$ cat config.mk
export PLATFORM = sky130hd
export DESIGN_NAME = alu_seq
export DESIGN_NICKNAME = d
export VERILOG_FILES = /design/src/rtl/alu_pkg.sv /design/src/rtl/alu_seq.sv
export SDC_FILE = /design/constraint.sdc
export NUM_CORES = 1
export LEC_CHECK = 0
export BUFFER_PORTS_ARGS = -buffer_cell sky130_fd_sc_hd__buf_2
export CORE_ASPECT_RATIO = 1.5
export CORE_MARGIN = 4
export CORE_UTILIZATION = 45
export DETAILED_ROUTE_END_ITERATION = 12
export GPL_TIMING_DRIVEN = 0
export PLACE_DENSITY = 0.88
export SLEW_MARGIN = 20
export SYNTH_ARGS = -nofsm -noshare
export SYNTH_HDL_FRONTEND = slang
export SYNTH_SLANG_ARGS = --single-unit
export TNS_END_PERCENT = 20
$ cat constraint.sdc
create_clock -name clk -period 2.63 [get_ports clk]
set_input_delay 0.1315 -clock clk [delete_from_list [all_inputs] [get_ports clk]]
set_output_delay 0.1315 -clock clk [all_outputs]
set_load 0.02 [all_outputs]
$ cat src/rtl/alu_pkg.sv
// Shared definitions for the ALU sequencer and the combinational ALU beside it:
// operation encodings and the sequencer FSM state type.
package alu_pkg;

    typedef enum logic [2:0] {
        OP_ADD = 3'b000,
        OP_SUB = 3'b001,
        OP_AND = 3'b010,
        OP_OR  = 3'b011,
        OP_XOR = 3'b100,
        OP_NOT = 3'b101,
        OP_SHL = 3'b110,
        OP_SHR = 3'b111
    } op_e;

    typedef enum logic [1:0] {
        ST_IDLE = 2'd0,
        ST_EXEC = 2'd1,
        ST_RESP = 2'd2
    } state_e;

endpackage

$ cat src/rtl/alu_seq.sv
// Single-command sequencer around an external combinational ALU with an accumulator.
// Optional macro ALU_SEQ_ACC_EN lets cmd_use_acc select the accumulator as operand A.
module alu_seq
    import alu_pkg::*;
#(
    parameter int WIDTH = 5
) (
    input  logic             clk,
    input  logic             rst,
    input  logic             cmd_valid,
    output logic             cmd_ready,
    input  logic [2:0]       cmd_op,
    input  logic [WIDTH-1:0] cmd_a,
    input  logic [WIDTH-1:0] cmd_b,
    input  logic             cmd_use_acc,
    output logic [WIDTH-1:0] alu_a,
    output logic [WIDTH-1:0] alu_b,
    output logic [2:0]       alu_op,
    input  logic [WIDTH-1:0] alu_result,
    input  logic             alu_carry,
    input  logic             alu_zero,
    output logic             rsp_valid,
    input  logic             rsp_ready,
    output logic [WIDTH-1:0] rsp_result,
    output logic             rsp_carry,
    output logic             rsp_zero,
    output logic [WIDTH-1:0] acc
);

    state_e           state_q, state_d;
    logic             cmd_ready_q, cmd_ready_d;
    logic             rsp_valid_q, rsp_valid_d;
    logic [2:0]       op_q, op_d;
    logic [WIDTH-1:0] a_q, a_d;
    logic [WIDTH-1:0] b_q, b_d;
    logic [WIDTH-1:0] rsp_result_q, rsp_result_d;
    logic             rsp_carry_q, rsp_carry_d;
    logic             rsp_zero_q, rsp_zero_d;
    logic [WIDTH-1:0] acc_q, acc_d;
    logic [WIDTH-1:0] oper_a;

`ifdef ALU_SEQ_ACC_EN
    assign oper_a = cmd_use_acc ? acc_q : cmd_a;
`else
    logic use_acc_unused;
    assign use_acc_unused = cmd_use_acc;
    assign oper_a         = cmd_a;
`endif

    always_comb begin
        state_d      = state_q;
        op_d         = op_q;
        a_d          = a_q;
        b_d          = b_q;
        rsp_result_d = rsp_result_q;
        rsp_carry_d  = rsp_carry_q;
        rsp_zero_d   = rsp_zero_q;
        acc_d        = acc_q;
        case (state_q)
            ST_IDLE: begin
                if (cmd_valid) begin
                    op_d    = cmd_op;
                    a_d     = oper_a;
                    b_d     = cmd_b;
                    state_d = ST_EXEC;
                end
            end
            ST_EXEC: begin
                // Flags pass through untouched; carry never reaches the accumulator.
                rsp_result_d = alu_result;
                rsp_carry_d  = alu_carry;
                rsp_zero_d   = alu_zero;
                acc_d        = alu_result;
                state_d      = ST_RESP;
            end
            ST_RESP: begin
                if (rsp_ready) begin
                    state_d = ST_IDLE;
                end
            end
            default: state_d = ST_IDLE;
        endcase
        cmd_ready_d = (state_d == ST_IDLE);
        rsp_valid_d = (state_d == ST_RESP);
    end

    always_ff @(posedge clk) begin
        if (rst) begin
            state_q      <= ST_IDLE;
            cmd_ready_q  <= 1'b1;
            rsp_valid_q  <= 1'b0;
            op_q         <= '0;
            a_q          <= '0;
            b_q          <= '0;
            rsp_result_q <= '0;
            rsp_carry_q  <= 1'b0;
            rsp_zero_q   <= 1'b0;
            acc_q        <= '0;
        end else begin
            state_q      <= state_d;
            cmd_ready_q  <= cmd_ready_d;
            rsp_valid_q  <= rsp_valid_d;
            op_q         <= op_d;
            a_q          <= a_d;
            b_q          <= b_d;
            rsp_result_q <= rsp_result_d;
            rsp_carry_q  <= rsp_carry_d;
            rsp_zero_q   <= rsp_zero_d;
            acc_q        <= acc_d;
        end
    end

    assign cmd_ready  = cmd_ready_q;
    assign rsp_valid  = rsp_valid_q;
    assign alu_a      = a_q;
    assign alu_b      = b_q;
    assign alu_op     = op_q;
    assign rsp_result = rsp_result_q;
    assign rsp_carry  = rsp_carry_q;
    assign rsp_zero   = rsp_zero_q;
    assign acc        = acc_q;

endmodule

==> reports/metrics.yaml, run 1 <==
run_status:
  status: "completed"
sta:
  worst_pin_slew_ps: 419
  hold_viol: 0
  fin_skew_ps: 3.22
  maxSlewHeadroom_pct: 72.0
  tns_ps: 0
  rsz0062_at_grt: "no"
  fin_crit_sh_pct: 50.5
  setup_violations: 0
  drv_slew: 0
  fmax_mhz: 753
  fin_crit_ps: 1330
critical_path:
  r2r_setup_slack_ps: 1300
  rr_startpoint: "state_q[1]"
  rr_endpoint: "alu_b[0]"
  crit_type: "flip-flop to flip-flop"
  required_ps: 2810
  crit_arrival_ps: 1510
  path_max_fanout: 10
  worstSetupStartpointType: "flip-flop"
  worstRegToRegCells: 4
  crit_path_end_kind: "flip-flop"
pwr:
  p_sw_mw: 0.182
  peakVddDrop_v: 0.000442
  switching_share_pct: 26.5
  design_power_total_mw: 0.687
  comb_power_share_pct: 20.6
  powerDensity_nw_per_um2: 580
  seq_power_share_pct: 58.2
  p_leak_nw: 0.661
  power_frac_clock_pct: 21.2
  internal-power_mw: 0.504
logic_synthesis:
  synthTopCellsByArea: "dfxtp_1, mux2i_1, nor2_1"
  ys_seq_area_share_pct: 54.3
  synth-seq-cells: 24
  syn-instance-count: 82
  synth.net_count: 107
  syn_area_um2: 885
  synth_top_area_cell: "dfxtp_1"
  synth_warnings: 0
  yosysTopAreaCellShare_pct: 54.3
  avgSynthCellArea_um2: 10.8
  ys_types: 14
global_routing:
  overflow: 0
  grt_util_all_layers_pct: 15.7
  grt_pass1_vias: 758
  grt_max_degree: 13
  antenna_found_initial: 0
  grt_pass1_wl_um: 3260
layout:
  antenna_cells: 0
  layout.nets: 162
  fin_area_um2: 1180
  layout-drive-gt1-share_pct: 45.2
  final-instance-count-excl-fill: 156
  final_cell_mix: "buf_2, dfxtp_1, nor2_1"
  layout.cells.most_common: "buf_2"
  fillerInstances: 166
  area_delta_synth_final_pct: 33.8
  multi_input_area_um2: 339
  seq_area_um2: 480
clock_tree:
  ctsRootBufferMaster: "clkbuf_4"
  cts.sinks: 24
  cts_tree: "yes"
  cts_buffers: 3
  clock_path_buffers: 2
  postCtsSetupBuffers: 0
  ctsHoldBuffers: 0
  cts_resized: 0
  worstSkewPairLatency_ps: 300
  cts_max_level: 1
  clk_pin_slew_ps: 110
placed_design:
  gp_congestion: 0.734
  place_area_um2: 1160
  port_buffers: 50
  placed_cells: 153
  dp_hpwl_um: 1530
die:
  row_count: 19
  core_area_um2: 1850
  die_height_um: 62.3
  start_util_pct: 47.7
  fp.dieW_um: 44.2
  boundaryPins: 52
  die_area_um2: 2750
worst_hold_path:
  hold_start: "rst"
  hp-class: "primary input to flip-flop"
  min_path_cells: 2
  min_to: "rsp_valid"
routing:
  drt_iter0_drc: 7
  drtAntennaViolNets: 0
  route.detailed.drc: 0
  dr.pass1.iters: 4
  vias: 736
  wirelength_um: 1870
  viasPerCell: 4.72
  wl_per_cell_um: 12.0
job:
  drv_cap: 0
[Yosys cell counts, drive strengths merged]
cell type  count
nor2          21
nor3b          1
nor2b          1
dfxtp         24
o21bai         1
mux2i         20
a21oi          2
nand2b         1
clkbuf         2
nand2          1
a21o           1
buf            7
[layer usage]
| layer | vias to the layer above | routed length, um | track usage, % |
|---|---|---|---|
| met1 | 335 | 641 | 16.7 |
| met3 | 4 | 109 | 2.31 |
| met2 | 24 | 1080 | 27.7 |
| met5 | - | 0 | 0 |
| li1 | 373 | - | - |
| met4 | 0 | 40 | 9.06 |
[power by group through the flow]
stage / Sequential [mW] / Clock, mW / Combinational (mW)
after global placement: 0.406 / 0 / 0.140
final: 0.399 / 0.146 / 0.142
after global routing: 0.403 / 0.169 / 0.155
after CTS: 0.400 / 0.154 / 0.144
after detailed placement: 0.408 / 0 / 0.144
after floorplan: 0.433 / 0 / 0.0660
[stage by stage]
stage          setup WS (ps)  hold WS [ps]  util [%]
2_1_floorplan           1430           201         -
3_3_place_gp            1340           361      62.6
3_5_place_dp            1310           369      62.6
4_1_cts                 1290          36.4      63.8
5_1_grt                 1180          35.9      63.8
6_report                1300          48.9      63.8
[sequential cells by signal, summed over array words and instances (netlist names)]
signal,flops
acc,5
alu_a,5
alu_b,5
alu_op,3
cmd_ready,1
rsp_carry,1
rsp_valid,1
rsp_zero,1
state_q,2
[critical path: stages (launching register included)]
cell and delay, ps:
dfxtp_1 370, nor3b_4 390, buf_8 210, mux2i_1 190
nor2_1 50
[cells by family after synthesis]
kind of cell / Yosys count / share of synthesized area [%]
mux: 20 / 22.6
compound gates: 4 / 2.83
buf+inv: 9 / 7.35
flops: 24 / 54.3
simple gates: 25 / 12.9
[layout make-up]
class / count / share of cell area, %
repair buffers: 50 / 21.1
plain buffers: 9 / 5.50
multi-input cells: 49 / 28.6
flip-flops and latches: 24 / 40.6
well taps: 21 / 2.22
clock buffers: 3 / 1.90
[worst max-delay path by stage]
stage                           end       start  slack [ps]
after global placement    alu_op[1]  state_q[1]        1340
after floorplan            alu_a[2]  state_q[1]        1430
after detailed placement   alu_a[4]  state_q[1]        1310
after global routing       alu_a[2]  state_q[1]        1180
final                      alu_b[0]  state_q[1]        1300
after CTS                  alu_a[4]  state_q[1]        1290
(Power assumes the default switching activity.)
==> inputs of run 2 (changes only) <==
--- a/config.mk
+++ b/config.mk
@@ -8,10 +8,10 @@
 export BUFFER_PORTS_ARGS = -buffer_cell sky130_fd_sc_hd__buf_2
 export CORE_ASPECT_RATIO = 1.5
 export CORE_MARGIN = 4
-export CORE_UTILIZATION = 45
+export CORE_UTILIZATION = 37
 export DETAILED_ROUTE_END_ITERATION = 12
 export GPL_TIMING_DRIVEN = 0
-export PLACE_DENSITY = 0.88
+export PLACE_DENSITY = 0.78
 export SLEW_MARGIN = 20
 export SYNTH_ARGS = -nofsm -noshare
 export SYNTH_HDL_FRONTEND = slang
==> constraint.sdc (replaced) <==
create_clock -name clk -period 1.2 [get_ports clk]
set_input_delay 0.06 -clock clk [delete_from_list [all_inputs] [get_ports clk]]
set_output_delay 0.06 -clock clk [all_outputs]
set_load 0.02 [all_outputs]
==> reports/metrics.yaml, run 2 (synthesis results as in run 1) <==
routing:
  vias: 830  # +13%
  wl_per_cell_um: 12.3  # +2.1%
  wirelength_um: 2190  # +17%
  drtAntennaViolNets: 0  # unchanged
  drt_iter0_drc: 26  # +19
  route.detailed.drc: 0  # unchanged
  viasPerCell: 4.64  # -1.7%
  dr.pass1.iters: 2  # -2
layout:
  layout-drive-gt1-share_pct: 41.0  # -4.2 points
  area_delta_synth_final_pct: 58.1
  final-instance-count-excl-fill: 179  # +15%
  fillerInstances: 187  # +13%
  layout.cells.most_common: "buf_2"
  layout.nets: 183  # +13%
  final_cell_mix: "buf_2, dfxtp_1, nor2_1"
  multi_input_area_um2: 339  # unchanged
  antenna_cells: 0  # unchanged
  seq_area_um2: 483  # +0.52%
critical_path:
  crit_cells: 4  # unchanged
  path_max_fanout: 4  # -6
  crit_path_cell_trace: "nor3b_4, buf_4, mux2i_1, nor2_1"
  required_ps: 1390  # -1420 ps
  crit_path_end_kind: "flip-flop"
  slowest_delay_ps: 360  # -30 ps
  worstSetupStartpointType: "flip-flop"
  crit_type: "flip-flop to flip-flop"
  rr_endpoint: "alu_a[1]"
  worstRegToRegCells: 4  # unchanged
  r2r_setup_slack_ps: 40  # -1260 ps
  crit_arrival_ps: 1350  # -160 ps
  path_buf_inv: 1  # unchanged
  cp-endpoint: "alu_a[1]"
  slowest_stage: "dfxtp_2"
  rr_startpoint: "state_q[1]"
  cp_top_family: "flip-flops"
  startpoint: "state_q[1]"
clock_tree:
  ctsRootBufferMaster: "clkbuf_4"
  cts_max_level: 1  # unchanged
  clock_path_buffers: 2  # unchanged
  cts.sinks: 24  # unchanged
  cts_tree: "yes"
  cts_buffers: 3  # unchanged
  clk_pin_slew_ps: 120  # about the same
  worstSkewPairLatency_ps: 300  # about the same
sta:
  fin_skew_ps: 2.51  # -0.714 ps
  fin_crit_ps: 1160  # -165 ps
  drv_slew: 0  # unchanged
  fmax_mhz: 860  # +14%
  hold_viol: 0  # unchanged
  setup_violations: 0  # unchanged
  worst_pin_slew_ps: 456  # +36.3 ps
  rsz0062_at_grt: "yes"
  maxSlewHeadroom_pct: 69.6  # -2.4 points
  fin_crit_sh_pct: 96.9  # +46 points
pwr:
  powerDensity_nw_per_um2: 1130  # +94%
  peakVddDrop_v: 0.000631  # +43%
  power_frac_clock_pct: 20.9  # -0.3 points
  p_sw_mw: 0.420  # +130%
  seq_power_share_pct: 55.7  # -2.5 points
  p_leak_nw: 0.751  # +14%
  internal-power_mw: 1.15  # +130%
  design_power_total_mw: 1.57  # +130%
  comb_power_share_pct: 23.5  # +2.9 points
  switching_share_pct: 26.7  # +0.16 points
worst_hold_path:
  hp-class: "primary input to flip-flop"
  hold_start: "alu_result[4]"
global_routing:
  overflow: 0  # unchanged
  grt_pass1_vias: 805  # +6.2%
  grt_util_all_layers_pct: 15.0  # -0.75 points
  grt_pass1_wl_um: 3390  # +4.0%
  antenna_found_initial: 0  # unchanged
  grt_max_degree: 13  # unchanged
placed_design:
  placed_cells: 155  # +1.3%
  gp_congestion: 0.635  # -14%
  dp_hpwl_um: 1460  # -4.5%
  port_buffers: 50  # unchanged
die:
  core_area_um2: 2260  # +22%
  start_util_pct: 39.1  # -8.6 points
  die_area_um2: 3250  # +18%
  boundaryPins: 52  # unchanged
  die_height_um: 67.9  # +9.0%
  row_count: 21  # +2
  fp.dieW_um: 47.9  # +8.4%
run_status:
  status: "completed"
job:
  drv_cap: 0  # unchanged
==> run 2: worst min path at each step <==
stage	slack, ps	endpoint	cells after the start
after CTS	2	acc[4]	3
final	5	acc[4]	3
after global placement	290	state_q[0]	2
after detailed placement	290	state_q[0]	2
after global routing	30	acc[4]	3
after floorplan	120	state_q[0]	1
==> run 2: worst register-to-register path, stage by stage, from the launching register on <==
cell and delay [ps]:
dfxtp_2 360, nor3b_4 230, buf_4 190, mux2i_1 220, nor2_1 50
==> run 2: cell type report <==
| cell class | count | share of cell area, % |
|---|---|---|
| sequential | 24 | 34.5 |
| timing repair buffer | 71 | 32.7 |
| multi-input combinational | 49 | 24.2 |
| buffer | 9 | 4.83 |
| tap | 23 | 2.06 |
| clock buffer | 3 | 1.61 |
==> run 2: per-stage QoR <==
| stage | setup slack (ps) | hold WS, ps | cell area, um^2 | utilization, % | setup TNS (ps) |
|---|---|---|---|---|---|
| 2_1_floorplan | 5.71 | 124 | 886 | - | 0 |
| 3_3_place_gp | -92.8 | 289 | 1160 | 51.6 | -716 |
| 3_5_place_dp | -126 | 291 | 1160 | 51.6 | -1060 |
| 4_1_cts | 24.3 | 2.21 | 1400 | 61.7 | 0 |
| 5_1_grt | -70.5 | 27.3 | 1400 | 61.9 | -354 |
| 6_report | 37.3 | 5.06 | 1400 | 61.9 | 0 |
==> run 2: metal layers <==
metal | share of wire (%) | global-route usage [%]
met4 | 1.8 | 7.07
met5 | 0 | 0
met2 | 55 | 28.0
met1 | 35 | 15.0
met3 | 7.8 | 2.37
==> run 2: what timing repair did <==
item / in CTS / in global routing
setup buffers: 1 / 0
endpoints found under the setup margin: 9 / 20
gates resized for setup: 0 / 2
hold endpoints to repair: 23 / 0
pin swaps: 1 / 0
cloned: 0 / 0
hold buffers: 20 / 0
==> run 2: power groups by stage <==
stage	registers (mW)	logic, mW	clock network (mW)
3_3_place_gp	0.889	0.309	0
3_5_place_dp	0.892	0.315	0
4_1_cts	0.875	0.369	0.353
5_1_grt	0.882	0.406	0.380
2_1_floorplan	0.949	0.145	0
6_report	0.876	0.370	0.328
